**src/rtl/mmc_cmd_ctrl_pkg.sv**
```systemverilog
// Shared encodings, frame lengths, FSM state type and the CRC7 step function
// for the MMC command-line controller.
package mmc_cmd_ctrl_pkg;

  localparam logic [1:0] RSP_NONE  = 2'b00;
  localparam logic [1:0] RSP_SHORT = 2'b01;
  localparam logic [1:0] RSP_LONG  = 2'b10;
  localparam logic [1:0] RSP_R3    = 2'b11;

  localparam logic [6:0] CRC7_POLY = 7'h09;

  localparam int unsigned FRAME_CMD_LEN  = 48;
  localparam int unsigned FRAME_LONG_LEN = 136;

  typedef enum logic [2:0] {
    ST_IDLE       = 3'd0,
    ST_TX         = 3'd1,
    ST_WAIT_START = 3'd2,
    ST_RX         = 3'd3,
    ST_GAP        = 3'd4,
    ST_DONE       = 3'd5
  } state_e;

  // One serial step of x^7+x^3+1, MSB-first data.
  function automatic logic [6:0] crc7_step(input logic [6:0] crc, input logic din);
    logic fb;
    fb = din ^ crc[6];
    crc7_step = {crc[5:0], 1'b0} ^ (fb ? CRC7_POLY : 7'h00);
  endfunction

endpackage

```
**src/rtl/mmc_crc7.sv**
```systemverilog
// Serial CRC7 accumulator with synchronous clear and per-bit enable.
module mmc_crc7
  import mmc_cmd_ctrl_pkg::*;
(
  input  logic       clk,
  input  logic       rst_n,
  input  logic       clr,
  input  logic       en,
  input  logic       din,
  output logic [6:0] crc
);

  logic [6:0] crc_q, crc_d;

  // Clear has priority over accumulating a new bit.
  always_comb begin
    if (clr) begin
      crc_d = 7'h00;
    end else if (en) begin
      crc_d = crc7_step(crc_q, din);
    end else begin
      crc_d = crc_q;
    end
  end

  // CRC register.
  always_ff @(posedge clk or negedge rst_n) begin
    if (!rst_n) begin
      crc_q <= 7'h00;
    end else begin
      crc_q <= crc_d;
    end
  end

  assign crc = crc_q;

endmodule

```
**src/rtl/mmc_cmd_ctrl.sv**
```systemverilog
// MMC CMD-line controller: card clock divider, 48-bit command serialiser,
// response capture with CRC7 and timeout checking, and the NCC idle gap.
module mmc_cmd_ctrl
  import mmc_cmd_ctrl_pkg::*;
#(
  parameter int unsigned CLK_DIV     = 2,
  parameter int unsigned RSP_TIMEOUT = 64,
  parameter int unsigned NCC         = 8
) (
  input  logic         clk,
  input  logic         rst_n,
  input  logic         cmd_valid,
  output logic         cmd_ready,
  input  logic [5:0]   cmd_index,
  input  logic [31:0]  cmd_arg,
  input  logic [1:0]   rsp_type,
  output logic         rsp_valid,
  output logic [127:0] rsp_data,
  output logic         rsp_crc_err,
  output logic         rsp_timeout,
  output logic         mmc_clk,
  output logic         mmc_cmd_tx,
  output logic         mmc_cmd_oe,
  input  logic         mmc_cmd_rx
);

  state_e        state_q, state_d;
  logic [15:0]   div_cnt_q, div_cnt_d;
  logic          mmc_clk_q, mmc_clk_d;
  logic [7:0]    bit_cnt_q, bit_cnt_d;
  logic [15:0]   wait_cnt_q, wait_cnt_d;
  logic [15:0]   gap_cnt_q, gap_cnt_d;
  logic [39:0]   tx_sh_q, tx_sh_d;
  logic [127:0]  rx_sh_q, rx_sh_d;
  logic [1:0]    rsp_type_q, rsp_type_d;
  logic          timeout_seen_q, timeout_seen_d;
  logic          cmd_ready_q, cmd_ready_d;
  logic          rsp_valid_q, rsp_valid_d;
  logic [127:0]  rsp_data_q, rsp_data_d;
  logic          rsp_crc_err_q, rsp_crc_err_d;
  logic          rsp_timeout_q, rsp_timeout_d;
  logic          mmc_cmd_tx_q, mmc_cmd_tx_d;
  logic          mmc_cmd_oe_q, mmc_cmd_oe_d;

  logic          tick_s, fall_s, rise_s;
  logic          tx_crc_clr_s, tx_crc_en_s, tx_crc_bit_s;
  logic          rx_crc_clr_s, rx_crc_en_s;
  logic [6:0]    tx_crc_s, rx_crc_s;
  logic          rx_long_s, rx_last_s, rx_crc_win_s;
  logic [7:0]    rx_len_m1_s;

  assign tick_s      = (div_cnt_q == 16'(CLK_DIV - 1));
  assign fall_s      = tick_s & mmc_clk_q;
  assign rise_s      = tick_s & ~mmc_clk_q;
  assign rx_long_s   = (rsp_type_q == RSP_LONG);
  assign rx_len_m1_s = rx_long_s ? 8'(FRAME_LONG_LEN - 1) : 8'(FRAME_CMD_LEN - 1);
  assign rx_last_s   = (bit_cnt_q == rx_len_m1_s);
  // Short CRC covers received bits 47..8; long CRC skips the 8-bit header.
  assign rx_crc_win_s = rx_long_s ? ((bit_cnt_q >= 8'd8) && (bit_cnt_q <= 8'd127))
                                  : (bit_cnt_q <= 8'd39);

  mmc_crc7 u_tx_crc (
    .clk   (clk),
    .rst_n (rst_n),
    .clr   (tx_crc_clr_s),
    .en    (tx_crc_en_s),
    .din   (tx_crc_bit_s),
    .crc   (tx_crc_s)
  );

  mmc_crc7 u_rx_crc (
    .clk   (clk),
    .rst_n (rst_n),
    .clr   (rx_crc_clr_s),
    .en    (rx_crc_en_s),
    .din   (mmc_cmd_rx),
    .crc   (rx_crc_s)
  );

  // Free-running card clock divider.
  always_comb begin
    if (tick_s) begin
      div_cnt_d = 16'd0;
      mmc_clk_d = ~mmc_clk_q;
    end else begin
      div_cnt_d = div_cnt_q + 16'd1;
      mmc_clk_d = mmc_clk_q;
    end
  end

  // Transaction FSM next-state and output computation.
  always_comb begin
    state_d        = state_q;
    bit_cnt_d      = bit_cnt_q;
    wait_cnt_d     = wait_cnt_q;
    gap_cnt_d      = gap_cnt_q;
    tx_sh_d        = tx_sh_q;
    rx_sh_d        = rx_sh_q;
    rsp_type_d     = rsp_type_q;
    timeout_seen_d = timeout_seen_q;
    cmd_ready_d    = cmd_ready_q;
    rsp_valid_d    = 1'b0;
    rsp_data_d     = rsp_data_q;
    rsp_crc_err_d  = rsp_crc_err_q;
    rsp_timeout_d  = rsp_timeout_q;
    mmc_cmd_tx_d   = mmc_cmd_tx_q;
    mmc_cmd_oe_d   = mmc_cmd_oe_q;
    tx_crc_clr_s   = 1'b0;
    tx_crc_en_s    = 1'b0;
    tx_crc_bit_s   = 1'b0;
    rx_crc_clr_s   = 1'b0;
    rx_crc_en_s    = 1'b0;

    case (state_q)
      ST_IDLE: begin
        if (cmd_valid && cmd_ready_q) begin
          tx_sh_d        = {2'b01, cmd_index, cmd_arg};
          rsp_type_d     = rsp_type;
          rx_sh_d        = 128'd0;
          bit_cnt_d      = 8'd0;
          timeout_seen_d = 1'b0;
          tx_crc_clr_s   = 1'b1;
          rx_crc_clr_s   = 1'b1;
          cmd_ready_d    = 1'b0;
          state_d        = ST_TX;
        end else begin
          cmd_ready_d    = 1'b1;
        end
      end

      ST_TX: begin
        if (fall_s) begin
          if (bit_cnt_q < 8'd40) begin
            mmc_cmd_tx_d = tx_sh_q[39];
            mmc_cmd_oe_d = 1'b1;
            tx_sh_d      = {tx_sh_q[38:0], 1'b0};
            tx_crc_en_s  = 1'b1;
            tx_crc_bit_s = tx_sh_q[39];
            bit_cnt_d    = bit_cnt_q + 8'd1;
          end else if (bit_cnt_q < 8'd47) begin
            // bit_cnt 40..46 maps onto CRC bits 6..0
            mmc_cmd_tx_d = tx_crc_s[3'd6 - bit_cnt_q[2:0]];
            mmc_cmd_oe_d = 1'b1;
            bit_cnt_d    = bit_cnt_q + 8'd1;
          end else if (bit_cnt_q == 8'd47) begin
            mmc_cmd_tx_d = 1'b1;
            mmc_cmd_oe_d = 1'b1;
            bit_cnt_d    = bit_cnt_q + 8'd1;
          end else begin
            mmc_cmd_tx_d = 1'b1;
            mmc_cmd_oe_d = 1'b0;
            bit_cnt_d    = 8'd0;
            wait_cnt_d   = 16'd0;
            gap_cnt_d    = 16'd0;
            state_d      = (rsp_type_q == RSP_NONE) ? ST_GAP : ST_WAIT_START;
          end
        end else begin
          state_d = ST_TX;
        end
      end

      ST_WAIT_START: begin
        if (rise_s) begin
          if (!mmc_cmd_rx) begin
            rx_sh_d     = {rx_sh_q[126:0], 1'b0};
            rx_crc_en_s = rx_crc_win_s;
            bit_cnt_d   = 8'd1;
            state_d     = ST_RX;
          end else if (wait_cnt_q == 16'(RSP_TIMEOUT - 1)) begin
            timeout_seen_d = 1'b1;
            gap_cnt_d      = 16'd0;
            state_d        = ST_GAP;
          end else begin
            wait_cnt_d = wait_cnt_q + 16'd1;
          end
        end else begin
          state_d = ST_WAIT_START;
        end
      end

      ST_RX: begin
        if (rise_s) begin
          rx_sh_d     = {rx_sh_q[126:0], mmc_cmd_rx};
          rx_crc_en_s = rx_crc_win_s;
          bit_cnt_d   = bit_cnt_q + 8'd1;
          if (rx_last_s) begin
            gap_cnt_d = 16'd0;
            state_d   = ST_GAP;
          end else begin
            state_d   = ST_RX;
          end
        end else begin
          state_d = ST_RX;
        end
      end

      ST_GAP: begin
        if (rise_s) begin
          if (gap_cnt_q == 16'(NCC - 1)) begin
            rsp_valid_d   = 1'b1;
            rsp_timeout_d = timeout_seen_q;
            state_d       = ST_DONE;
            if (timeout_seen_q || (rsp_type_q == RSP_NONE)) begin
              rsp_data_d    = 128'd0;
              rsp_crc_err_d = 1'b0;
            end else if (rx_long_s) begin
              rsp_data_d    = rx_sh_q;
              rsp_crc_err_d = (rx_crc_s != rx_sh_q[7:1]);
            end else begin
              rsp_data_d    = {90'd0, rx_sh_q[45:8]};
              rsp_crc_err_d = (rsp_type_q == RSP_SHORT) && (rx_crc_s != rx_sh_q[7:1]);
            end
          end else begin
            gap_cnt_d = gap_cnt_q + 16'd1;
          end
        end else begin
          state_d = ST_GAP;
        end
      end

      ST_DONE: begin
        cmd_ready_d = 1'b1;
        state_d     = ST_IDLE;
      end

      default: begin
        mmc_cmd_oe_d = 1'b0;
        mmc_cmd_tx_d = 1'b1;
        cmd_ready_d  = 1'b1;
        state_d      = ST_IDLE;
      end
    endcase
  end

  // State and registered outputs.
  always_ff @(posedge clk or negedge rst_n) begin
    if (!rst_n) begin
      state_q        <= ST_IDLE;
      div_cnt_q      <= 16'd0;
      mmc_clk_q      <= 1'b0;
      bit_cnt_q      <= 8'd0;
      wait_cnt_q     <= 16'd0;
      gap_cnt_q      <= 16'd0;
      tx_sh_q        <= 40'd0;
      rx_sh_q        <= 128'd0;
      rsp_type_q     <= RSP_NONE;
      timeout_seen_q <= 1'b0;
      cmd_ready_q    <= 1'b1;
      rsp_valid_q    <= 1'b0;
      rsp_data_q     <= 128'd0;
      rsp_crc_err_q  <= 1'b0;
      rsp_timeout_q  <= 1'b0;
      mmc_cmd_tx_q   <= 1'b1;
      mmc_cmd_oe_q   <= 1'b0;
    end else begin
      state_q        <= state_d;
      div_cnt_q      <= div_cnt_d;
      mmc_clk_q      <= mmc_clk_d;
      bit_cnt_q      <= bit_cnt_d;
      wait_cnt_q     <= wait_cnt_d;
      gap_cnt_q      <= gap_cnt_d;
      tx_sh_q        <= tx_sh_d;
      rx_sh_q        <= rx_sh_d;
      rsp_type_q     <= rsp_type_d;
      timeout_seen_q <= timeout_seen_d;
      cmd_ready_q    <= cmd_ready_d;
      rsp_valid_q    <= rsp_valid_d;
      rsp_data_q     <= rsp_data_d;
      rsp_crc_err_q  <= rsp_crc_err_d;
      rsp_timeout_q  <= rsp_timeout_d;
      mmc_cmd_tx_q   <= mmc_cmd_tx_d;
      mmc_cmd_oe_q   <= mmc_cmd_oe_d;
    end
  end

  assign cmd_ready   = cmd_ready_q;
  assign rsp_valid   = rsp_valid_q;
  assign rsp_data    = rsp_data_q;
  assign rsp_crc_err = rsp_crc_err_q;
  assign rsp_timeout = rsp_timeout_q;
  assign mmc_clk     = mmc_clk_q;
  assign mmc_cmd_tx  = mmc_cmd_tx_q;
  assign mmc_cmd_oe  = mmc_cmd_oe_q;

endmodule

```
**config.mk**
```make
export PLATFORM = sky130hd
export DESIGN_NAME = mmc_cmd_ctrl
export DESIGN_NICKNAME = d
export VERILOG_FILES = /design/src/rtl/mmc_cmd_ctrl_pkg.sv /design/src/rtl/mmc_crc7.sv /design/src/rtl/mmc_cmd_ctrl.sv
export SDC_FILE = /design/constraint.sdc
export NUM_CORES = 1
export LEC_CHECK = 0
export CAP_MARGIN = 20
export CORE_MARGIN = 1
export CORE_UTILIZATION = 51
export DETAILED_ROUTE_END_ITERATION = 6
export PLACE_DENSITY = 0.76
export RECOVER_POWER = 25
export SYNTH_ARGS = -nofsm -noshare
export SYNTH_HDL_FRONTEND = slang
export SYNTH_SLANG_ARGS = --single-unit
```
**constraint.sdc**
```tcl
create_clock -name clk -period 2.41 [get_ports clk]
set_input_delay 0.3615 -clock clk [delete_from_list [all_inputs] [get_ports clk]]
set_output_delay 0.3615 -clock clk [all_outputs]
set_load 0.05 [all_outputs]
```
==> impl_results.md, run 1 <==
- DRC violations left: 0
- GRT overflow: 0
- Hpwl dp: 25300 microns
- Vias per cell: 5.38
- Vias in the first global route: 12926
- CTS buffer count: 40
- Flop pwr share: 40.9%
- Drt wl/cell: 15.3 microns
- Global Route Usage Sum: 23.2%
- Final Core Density: 64.4%
- I/O Buffers: 178
- Max clock buf depth: 3
- Register area share after synthesis: 56.3%
- Ys flop type: dfrtp_1
- Switch Pwr: 5860 uW
- Global-route wire length before repair: 64500 microns
- Share of cells above drive strength 1: 8.74%
- Syn_nets: 1904
- Pre-antenna DRT Iters: 5
- Peak Freq: 424 MHz
- Cell Pwr Density: 874 nW/um^2
- CTS Sinks: 379
- Synth async-reset ratio: 100%
- Leakage: 0.00984 uW
- Syn avg cell area: 9.08 sq um
- CTS tree: done
- Detailed-route wire length: 38200 microns
- Arr. time, crit path: 2.77 ns
- Tmin final: 2.36 ns
- Fillers: 2629
- Failing checks: max-capacitance violations, max-slew violations
- Fin crit share: 97.8%
- Core ar.: 32500 sq um
- Final antenna-violating net count: 0
- Row count: 66
- Critical Path RT: 2.82 ns
- Initial Util: 51.8%
- Antenna violations before repair: 0
- Worst setup SP type: flip-flop
- Crit. End Element: flip-flop
- Vias: 13452
- I/O pin cnt: 179
- Logic pwr share: 23.6%
- Maximum vdd drop: 0.537 mV
- Placed cell count: 2421
- Post-synth top area share: 56.0%
- Final std cells w/o fill: 2501
- Largest net degree at the start of global routing: 129
- DR iter-0 viols: 972
- Placed Area: 19400 sq um
- Worst-margin pin slew: 1.79 ns
- Yosys cell types: 64
- Gpl congestion: 0.872
- Clock slew at reported path FFs: 0.06 ns
- Mapped cell area: 16800 sq um
- Final Setup Violations: 0
- Nets: 2078
- Die ar.: 33700 sq um
- Crit Path Max Fanout: 5
- Syn Inst Count: 1854
- Post-synth EDFFs: 0
- Internal: 12500 uW
- Crit path kind: flip-flop to flip-flop
- Largest cells by area after synthesis: dfrtp_1 (56%), nand2_1 (15%), o21ai_0 (5.1%)
- Die Wd: 184 microns
- CTS HTree Levels: 2
- Routed length on met2: 17300 microns
- Clk network pwr share: 35.5%
- Slew Limit Fails: 66
- Worst relative slew slack: -19.6%
- Max-cap violation count: 1
- Clk_skew: 0.0234 ns
- Root Buffer: clkbuf_16
- Layout area overhead: 24.4%
- Flops & latches, synth: 379
- RSZ-0062 raised after global routing: yes
- WL met3: 2660 microns
- Status: finished, violations left
- Ys Warns: 0
- Die Span Y: 184 microns
- Synth area leader: dfrtp_1
- HP Class: input port to flip-flop
- Post-route cell area: 20900 sq um
- M1 WL: 17600 microns
- Worst-Skew Late Latency: 0.54 ns
- Switch share: 32.0%
- Fin. Hold Viols: 0
- ANT cells: 0
- Max layer used: met4
## cells by family after synthesis
logic type | Yosys count | synth area share (%)
adders and majority gates | 6 | 0.446
xor gates and xnor gates | 26 | 1.35
AOI/OAI and AO/OA | 370 | 12.9
DFF | 379 | 56.3
and+or+nand+nor | 895 | 22.7
muxes | 45 | 2.76
buffers and inverters | 133 | 3.51
## critical path, cell delays in order, from the launching register on
cell and delay (ns):
dfrtp_1 0.37, inv_1 0.06, ha_1 0.15, nor4b_4 0.27, nand2_1 0.13, nor4_2 0.25
buf_4 0.16, nand3_2 0.11, a211o_4 0.39, a221o_1 0.36
## layout make-up
type | count | area [sq um] | area share (%)
flip-flops and latches | 379 | 9490 | 45.3
multi-input cells | 1342 | 6870 | 32.8
repair buffers | 252 | 2550 | 12.2
clock buffers | 61 | 1250 | 5.98
well taps | 442 | 553 | 2.64
clock inverters | 12 | 176 | 0.842
inverters | 13 | 48.8 | 0.233
## worst paths after layout
| check | start | slack, ns | cells past startpoint | end |
|---|---|---|---|---|
| min in group asynchronous | rst_n | 0.87 | 2 | rsp_data[104] |
| max in group asynchronous | rst_n | 0.38 | 3 | rsp_data[66] |
| worst max-delay path | div_cnt_q[1] | 0.05 | 9 | gap_cnt_q[7] |
| worst min register to register | rsp_data[61] | 0.46 | 2 | rsp_data[61] |
| worst max register to register | div_cnt_q[1] | 0.05 | 9 | gap_cnt_q[7] |
| worst min-delay path | rsp_type[0] | 0.36 | 3 | rsp_type_q[0] |
## Yosys cell counts, types with 3 or more instances
library cell	count
nand3_1	44
buf_2	22
xnor2_1	17
nor3_1	49
a22oi_1	18
xor2_1	9
ha_1	6
nand2b_1	10
nor2_1	60
dfrtp_1	377
a31oi_1	12
buf_1	3
a2bb2oi_1	3
inv_1	13
buf_6	8
and2_1	3
nand2_1	657
nor3_2	3
and4_1	4
nor2b_1	4
and3_1	19
or3_1	3
o21ai_1	40
o21a_1	4
or2_2	4
nand4_1	6
clkbuf_1	86
a21o_1	44
o31ai_1	10
nor4_1	7
a221o_1	3
a211oi_1	3
o21ai_0	170
nor3b_1	5
a21oi_1	45
mux2i_1	42
## through the flow
step / power, uW / setup slack [ns] / TNS [ns] / hold slack (ns)
after global routing: 19300 / -0.0754 / -0.197 / 0.375
after floorplan: 10600 / 0.0391 / 0 / 0.0659
after detailed placement: 11800 / 0.0238 / 0 / 0.379
after global placement: 11700 / 0.103 / 0 / 0.377
after CTS: 18400 / 0.00946 / 0 / 0.344
final: 18300 / 0.0531 / 0 / 0.363
## power by group through the flow
stage | combinational [uW] | sequential [uW] | clock [uW]
after detailed placement | 4230 | 7570 | 0
after CTS | 4250 | 7470 | 6640
after floorplan | 3140 | 7420 | 0
after global placement | 4110 | 7550 | 0
final | 4320 | 7490 | 6510
after global routing | 4790 | 7570 | 6890
## routing by layer
layer,global-route usage (%),vias up
met5,0,-
met4,5.77,0
met3,5.19,56
met2,36.3,404
met1,32.9,6442
li1,-,6550
## registers in the layout, summed over array words and instances (netlist names), 2 cells and up
signal        count
bit_cnt_q         8
div_cnt_q        16
gap_cnt_q        16
rsp_data        128
rsp_type_q        2
rx_sh_q         128
state_q           3
tx_sh_q          40
u_rx_crc.crc      7
u_tx_crc.crc      7
wait_cnt_q       16
## cells in the final DEF (no fill, tap or decap), types with 4 or more instances in the layout
cell,n
nand2_1,657
dfrtp_1,375
clkdlybuf4s50_1,177
o21ai_0,163
nor2_1,60
buf_4,51
nor3_1,49
o21ai_1,47
a21oi_1,45
a21o_1,44
nand3_1,42
mux2i_1,42
clkbuf_16,42
and3_1,19
a22oi_1,18
buf_12,18
xnor2_1,17
inv_1,13
clkbuf_8,13
a31oi_1,12
nand2b_1,10
o31ai_1,10
xor2_1,9
clkbuf_1,8
nand4_1,6
ha_1,6
nor4_1,5
clkinv_2,5
nor3b_1,4
or2_2,4
o21a_1,4
bufinv_16,4
## what timing repair did
action | in CTS | in global routing
hold endpoints to repair | 62 | 0
setup buffers | 0 | 6
endpoints found under the setup margin | 3 | 188
resized for setup | 1 | 20
hold buffers | 1 | 0
pin swaps | 0 | 7
No activity file was read; power rests on OpenSTA's default activity.
==> run 2, diff against run 1 <==
Settings changed: CORE_UTILIZATION 51 to 30, PLACE_DENSITY 0.76 to 0.49.
==> impl_results.md, run 2 (same netlist as run 1, synthesis figures left out) <==
- Status: finished, violations left
- Failing checks: max-capacitance violations, max-slew violations
- Crit. End Element: flip-flop
- Crit path kind: flip-flop to flip-flop
- Die Wd: 239 microns (+30%)
- Total power: 19400 uW (+5.7%)
- Core ar.: 55300 sq um (+70%)
- Clock slew at reported path FFs: 0.05 ns (about the same)
- Cell Pwr Density: 896 nW/um^2 (+2.5%)
- Commonest non-fill, non-tap cell in the layout: nand2_1
- DR iter-0 viols: 867 (-11%)
- Pre-antenna DRT Iters: 4 (-1)
- Fin. Hold Viols: 0 (unchanged)
- Tmin final: 2.35 ns (-0.00213 ns)
- Maximum vdd drop: 0.488 mV (-9.3%)
- Leakage: 0.0100 uW (+1.7%)
- Detailed-route wire length: 45000 microns (+18%)
- Arr. time, crit path: 2.79 ns (+0.02 ns)
- Root Buffer: clkbuf_16
- CTS tree: done
- Initial Util: 30.4% (-21 points)
- Final Core Density: 39.1% (-25 points)
- Commonest non-fill, non-tap cells in the layout: nand2_1 (657), dfrtp_1 (376), clkdlybuf4s50_1 (176)
- Vias: 13423 (-0.22%)
- Fin crit share: 97.7% (about the same)
- Die Span Y: 239 microns (+30%)
- Final Setup Violations: 0 (unchanged)
- Layout area overhead: 28.3%
- Worst-Skew Late Latency: 0.58 ns (+0.04 ns)
- Max clock buf depth: 3 (unchanged)
- Worst setup SP type: flip-flop
- Global-route wire length before repair: 71500 microns (+11%)
- Drt wl/cell: 15.9 microns (+3.9%)
- Worst relative slew slack: -4.91% (+15 points)
- RSZ-0062 raised after global routing: yes
- Max-cap violation count: 1 (unchanged)
- Peak Freq: 425 MHz (about the same)
- Die ar.: 57100 sq um (+69%)
- Vias per cell: 4.74 (-12%)
- GRT overflow: 0 (unchanged)
- Share of cells above drive strength 1: 9.74% (+0.99 points)
- Worst-margin pin slew: 1.57 ns (-0.220 ns)
- Clk_skew: 0.0291 ns (+0.00571 ns)
- Hpwl dp: 28200 microns (+12%)
- DRC violations left: 0 (unchanged)
- Critical Path RT: 2.85 ns (+0.03 ns)
- I/O Buffers: 178 (unchanged)
- Final antenna-violating net count: 0 (unchanged)
- CTS Sinks: 379 (unchanged)
- Vias in the first global route: 13380 (+3.5%)
- I/O pin cnt: 179 (unchanged)
- ANT cells: 0 (unchanged)
- CTS buffer count: 46 (+15%)
- Largest net degree at the start of global routing: 129 (unchanged)
- Crit Path Max Fanout: 4 (-1)
- Slew Limit Fails: 47 (-29%)
- Global Route Usage Sum: 15.4% (-7.9 points)
- CTS HTree Levels: 2 (unchanged)
- R2R setup slack: 0.06 ns (about the same)
- Gpl congestion: 0.821 (-5.8%)
- HP Class: input port to flip-flop
- Nets: 2099 (+1.0%)
- Antenna violations before repair: 0 (unchanged)
- Row count: 86 (+30%)
- Fillers: 5605 (+110%)
run 2: cell count changes in the layout (fill, tap and decap cells not counted), sizes merged:
| cell | delta |
|---|---|
| dlygate4sd2 | +1 |
| buf | +7 |
| inv | +2 |
| clkbuf | +17 |
| clkinvlp | -1 |
| clkinv | +3 |
| clkdlybuf4s50 | -1 |
| bufinv | -2 |
run 2: through the flow:
stage	area [sq um]	instances	hold slack [ns]	setup TNS [ns]	setup slack [ns]
3_3_place_gp	19700	2730	0.330	0	0.0726
2_1_floorplan	16800	1854	0.0659	0	0.0391
5_1_grt	21600	2833	0.313	-1.15	-0.0823
6_report	21600	2833	0.324	0	0.0552
3_5_place_dp	19700	2730	0.337	-0.0128	-0.0128
4_1_cts	21300	2815	0.286	0	0.00956
run 2: worst max-delay path, stage by stage, from the launching register on:
cell and delay, ns:
dfrtp_1 0.37, inv_1 0.05, ha_1 0.14, nor4b_4 0.28, and4_4 0.31, buf_4 0.12, nand3_1 0.07, a21o_1 0.21
a211o_1 0.30, a221o_1 0.37
run 2: what timing repair did:
item	in CTS	in global routing
setup endpoints to repair	2	245
hold endpoints to repair	39	0
resized for setup	2	53
pin swaps	0	7
cloned	0	10
setup buffers	0	8
hold buffers	1	0
run 2: routing by layer:
layer  GRT usage (%)  wire length, microns
met2            24.3                 20400
met1            21.3                 21500
met3            3.63                  2390
met5               0                     0
met4            3.44                   699
run 2: report_power, final:
group	leakage (uW)	switching, uW	internal, uW
Clock	0.000756	2730	4170
Sequential	0.00520	493	6930
Combinational	0.00405	3180	1850
Total	0.0100	6410	13000
run 2: final cells by class:
| cell class | instances | area, sq um | area share (%) |
|---|---|---|---|
| Timing Repair Buffer | 267 | 2760 | 12.8 |
| Clock inverter | 14 | 141 | 0.654 |
| Sequential cell | 379 | 9490 | 43.9 |
| Clock buffer | 70 | 1380 | 6.40 |
| Multi-Input combinational cell | 1342 | 6860 | 31.7 |
| Tap cell | 748 | 936 | 4.33 |
| Inverter | 13 | 48.8 | 0.226 |
run 2: path summary, 6_finish.rpt:
kind	from	endpoint	cells past startpoint
min in group asynchronous	rst_n	tx_sh_q[14]	2
worst max-delay path	div_cnt_q[1]	gap_cnt_q[9]	9
worst min-delay path	rsp_type[0]	rsp_type_q[0]	3
worst max register to register	div_cnt_q[1]	gap_cnt_q[9]	9
worst min register to register	rsp_data[51]	rsp_data[51]	2
max in group asynchronous	rst_n	div_cnt_q[6]	3
==> run 3, diff against run 2 <==
Settings changed: CTS_CLUSTER_SIZE set to 8, PLACE_DENSITY 0.49 to 0.48.
==> impl_results.md, run 3 (same netlist as run 1, synthesis figures left out) <==
- Die Wd: 239 microns (unchanged)
- Initial Util: 30.4% (unchanged)
- R2R setup slack: 0.08 ns (+0.02 ns)
- Share of cells above drive strength 1: 9.42% (-0.31 points)
- Crit Path Max Fanout: 5 (+1)
- Vias in the first global route: 13351 (-0.22%)
- Vias per cell: 4.76 (+0.40%)
- Final Setup Violations: 0 (unchanged)
- Worst setup SP type: flip-flop
- Critical Path RT: 2.86 ns (about the same)
- Die ar.: 57100 sq um (unchanged)
- Worst Setup EP: gap_cnt_q[9]
- CTS HTree Levels: 2 (unchanged)
- Failing checks: max-capacitance violations, max-slew violations
- CTS buffer count: 53 (+15%)
- Vias: 13400 (-0.17%)
- Worst-Skew Late Latency: 0.59 ns (about the same)
- Detailed-route wire length: 43800 microns (-2.7%)
- Maximum vdd drop: 0.506 mV (+3.7%)
- Reg-to-Reg End: gap_cnt_q[9]
- Global-route wire length before repair: 71300 microns (-0.40%)
- Worst hold slack: 0.337 ns (+0.0125 ns)
- RSZ-0062 raised after global routing: yes
- Reg2reg start: wait_cnt_q[6]
- Slew Limit Fails: 50 (+6.4%)
- Peak Freq: 429 MHz (+0.97%)
- CTS tree: done
- Layout area overhead: 28.0%
- Critical path buffer and inverter count: 0 (-2)
- Fin crit share: 96.8% (-0.94 points)
- Crit path kind: flip-flop to flip-flop
- CTS Sinks: 379 (unchanged)
- Max-cap violation count: 1 (unchanged)
- I/O pin cnt: 179 (unchanged)
- Cell Pwr Density: 871 nW/um^2 (-2.8%)
- Fillers: 5596 (-0.16%)
- Arr. time, crit path: 2.78 ns (about the same)
- Max clock buf depth: 3 (unchanged)
- Final Core Density: 39.0% (-0.11 points)
- Crit. path cell count: 6 (-3)
- ANT cells: 0 (unchanged)
- Clock slew at reported path FFs: 0.05 ns (about the same)
- Critical path's slowest cell: or4_1
- Setup_tns: 0 ns (unchanged)
- Nets: 2109 (+0.48%)
- Final antenna-violating net count: 0 (unchanged)
- Tmin final: 2.33 ns (-0.0226 ns)
- Antenna violations before repair: 0 (unchanged)
- Drt wl/cell: 15.5 microns (-2.1%)
- Largest net degree at the start of global routing: 129 (unchanged)
- DRC violations left: 0 (unchanged)
- Setup crit start: wait_cnt_q[6]
- Commonest non-fill, non-tap cell in the layout: nand2_1
- Max stage delay on crit path: 0.54 ns (+0.17 ns)
- Crit. End Element: flip-flop
- Status: finished, violations left
- HP Class: input port to flip-flop
- Sequential cell area: 9490 sq um (about the same)
- Die Span Y: 239 microns (unchanged)
- Global Route Usage Sum: 15.3% (-0.045 points)
- Fin. Hold Viols: 0 (unchanged)
- Core ar.: 55300 sq um (unchanged)
- DR iter-0 viols: 830 (-4.3%)
- Clk_skew: 0.0147 ns (-0.0144 ns)
- Multi-input logic area: 6920 sq um (+0.93%)
- Worst-margin pin slew: 1.66 ns (+0.0898 ns)
- Cell depth of the worst flop-to-flop path: 6 (-3)
- Hpwl dp: 28800 microns (+2.2%)
- Worst relative slew slack: -10.9% (-6.0 points)
- GRT overflow: 0 (unchanged)
- I/O Buffers: 178 (unchanged)
- Top delay family on crit path: compound AO/OA/AOI/OAI gates
- Commonest non-fill, non-tap cells in the layout: nand2_1 (657), dfrtp_1 (375), clkdlybuf4s50_1 (176)
- Root Buffer: clkbuf_16
- Pre-antenna DRT Iters: 5 (+1)
- Row count: 86 (unchanged)
- Leakage: 0.00995 uW (-0.61%)
- Worst path cell trace: or4_1, nor3_2, a31oi_4, a21o_1, a211o_4, a221o_1
- Gpl congestion: 0.785 (-4.4%)
run 3: changes by cell type in the layout (fill, tap and decap cells not counted), moves of 11 or more:
cell | previous run | this run
buf_12 | 9 | 22
clkbuf_8 | 12 | 1
o21ai_0 | 144 | 167
o21ai_1 | 65 | 43
run 3: repair_timing:
action / CTS / global route
hold buffers: 1 / 0
endpoints found under the setup margin: 15 / 207
setup buffers: 0 / 7
pin swaps: 0 / 14
resized for setup: 4 / 24
cloned: 0 / 3
endpoints found under the hold margin: 48 / 0
run 3: routing by layer:
metal / vias to the layer above / global-route usage [%] / part of all wire (%)
met1: 6509 / 21.3 / 48
met5: - / 0 / 0
met2: 226 / 23.7 / 45
met4: 0 / 3.65 / 1.5
li1: 6610 / - / -
met3: 55 / 4.06 / 5.6
run 3: tightest hold or removal path: stages:
cell and delay [ns]:
clkdlybuf4s50_1 0.40, nand2_1 0.08, nand2_1 0.05
run 3: where the power goes:
group          total [uW]  internal, uW  switching, uW
combinational        4690          1650           3040
sequential           7420          6940            483
clock                6650          3980           2670
run 3: layout make-up:
type	count	area share (%)
clock inverters	2	0.0987
flip-flops and latches	379	44.0
repair buffers	269	12.7
clock buffers	63	6.47
inverters	13	0.226
multi-input cells	1343	32.1
well taps	748	4.34
run 3: worst min-delay path by stage:
| stage | startpoint | end | cells after the start |
|---|---|---|---|
| floorplan | rst_n | bit_cnt_q[0] | 0 |
| finish | rsp_type[0] | rsp_type_q[0] | 3 |
| CTS | rsp_type[0] | rsp_type_q[0] | 3 |
| global placement | rst_n | rsp_data[101] | 1 |
| global route | rsp_type[0] | rsp_type_q[0] | 3 |
| detailed placement | rst_n | rsp_data[101] | 1 |
run 3: metrics by stage:
step / setup WS, ns / power (uW) / area [sq um] / std cells
global placement: 0.0375 / 12000 / 20000 / 2741
finish: 0.0779 / 18800 / 21500 / 2817
floorplan: 0.0391 / 10600 / 16800 / 1854
detailed placement: 0.00683 / 12100 / 20000 / 2741
global route: -0.0338 / 19800 / 21500 / 2817
CTS: 0.00415 / 18900 / 21400 / 2807
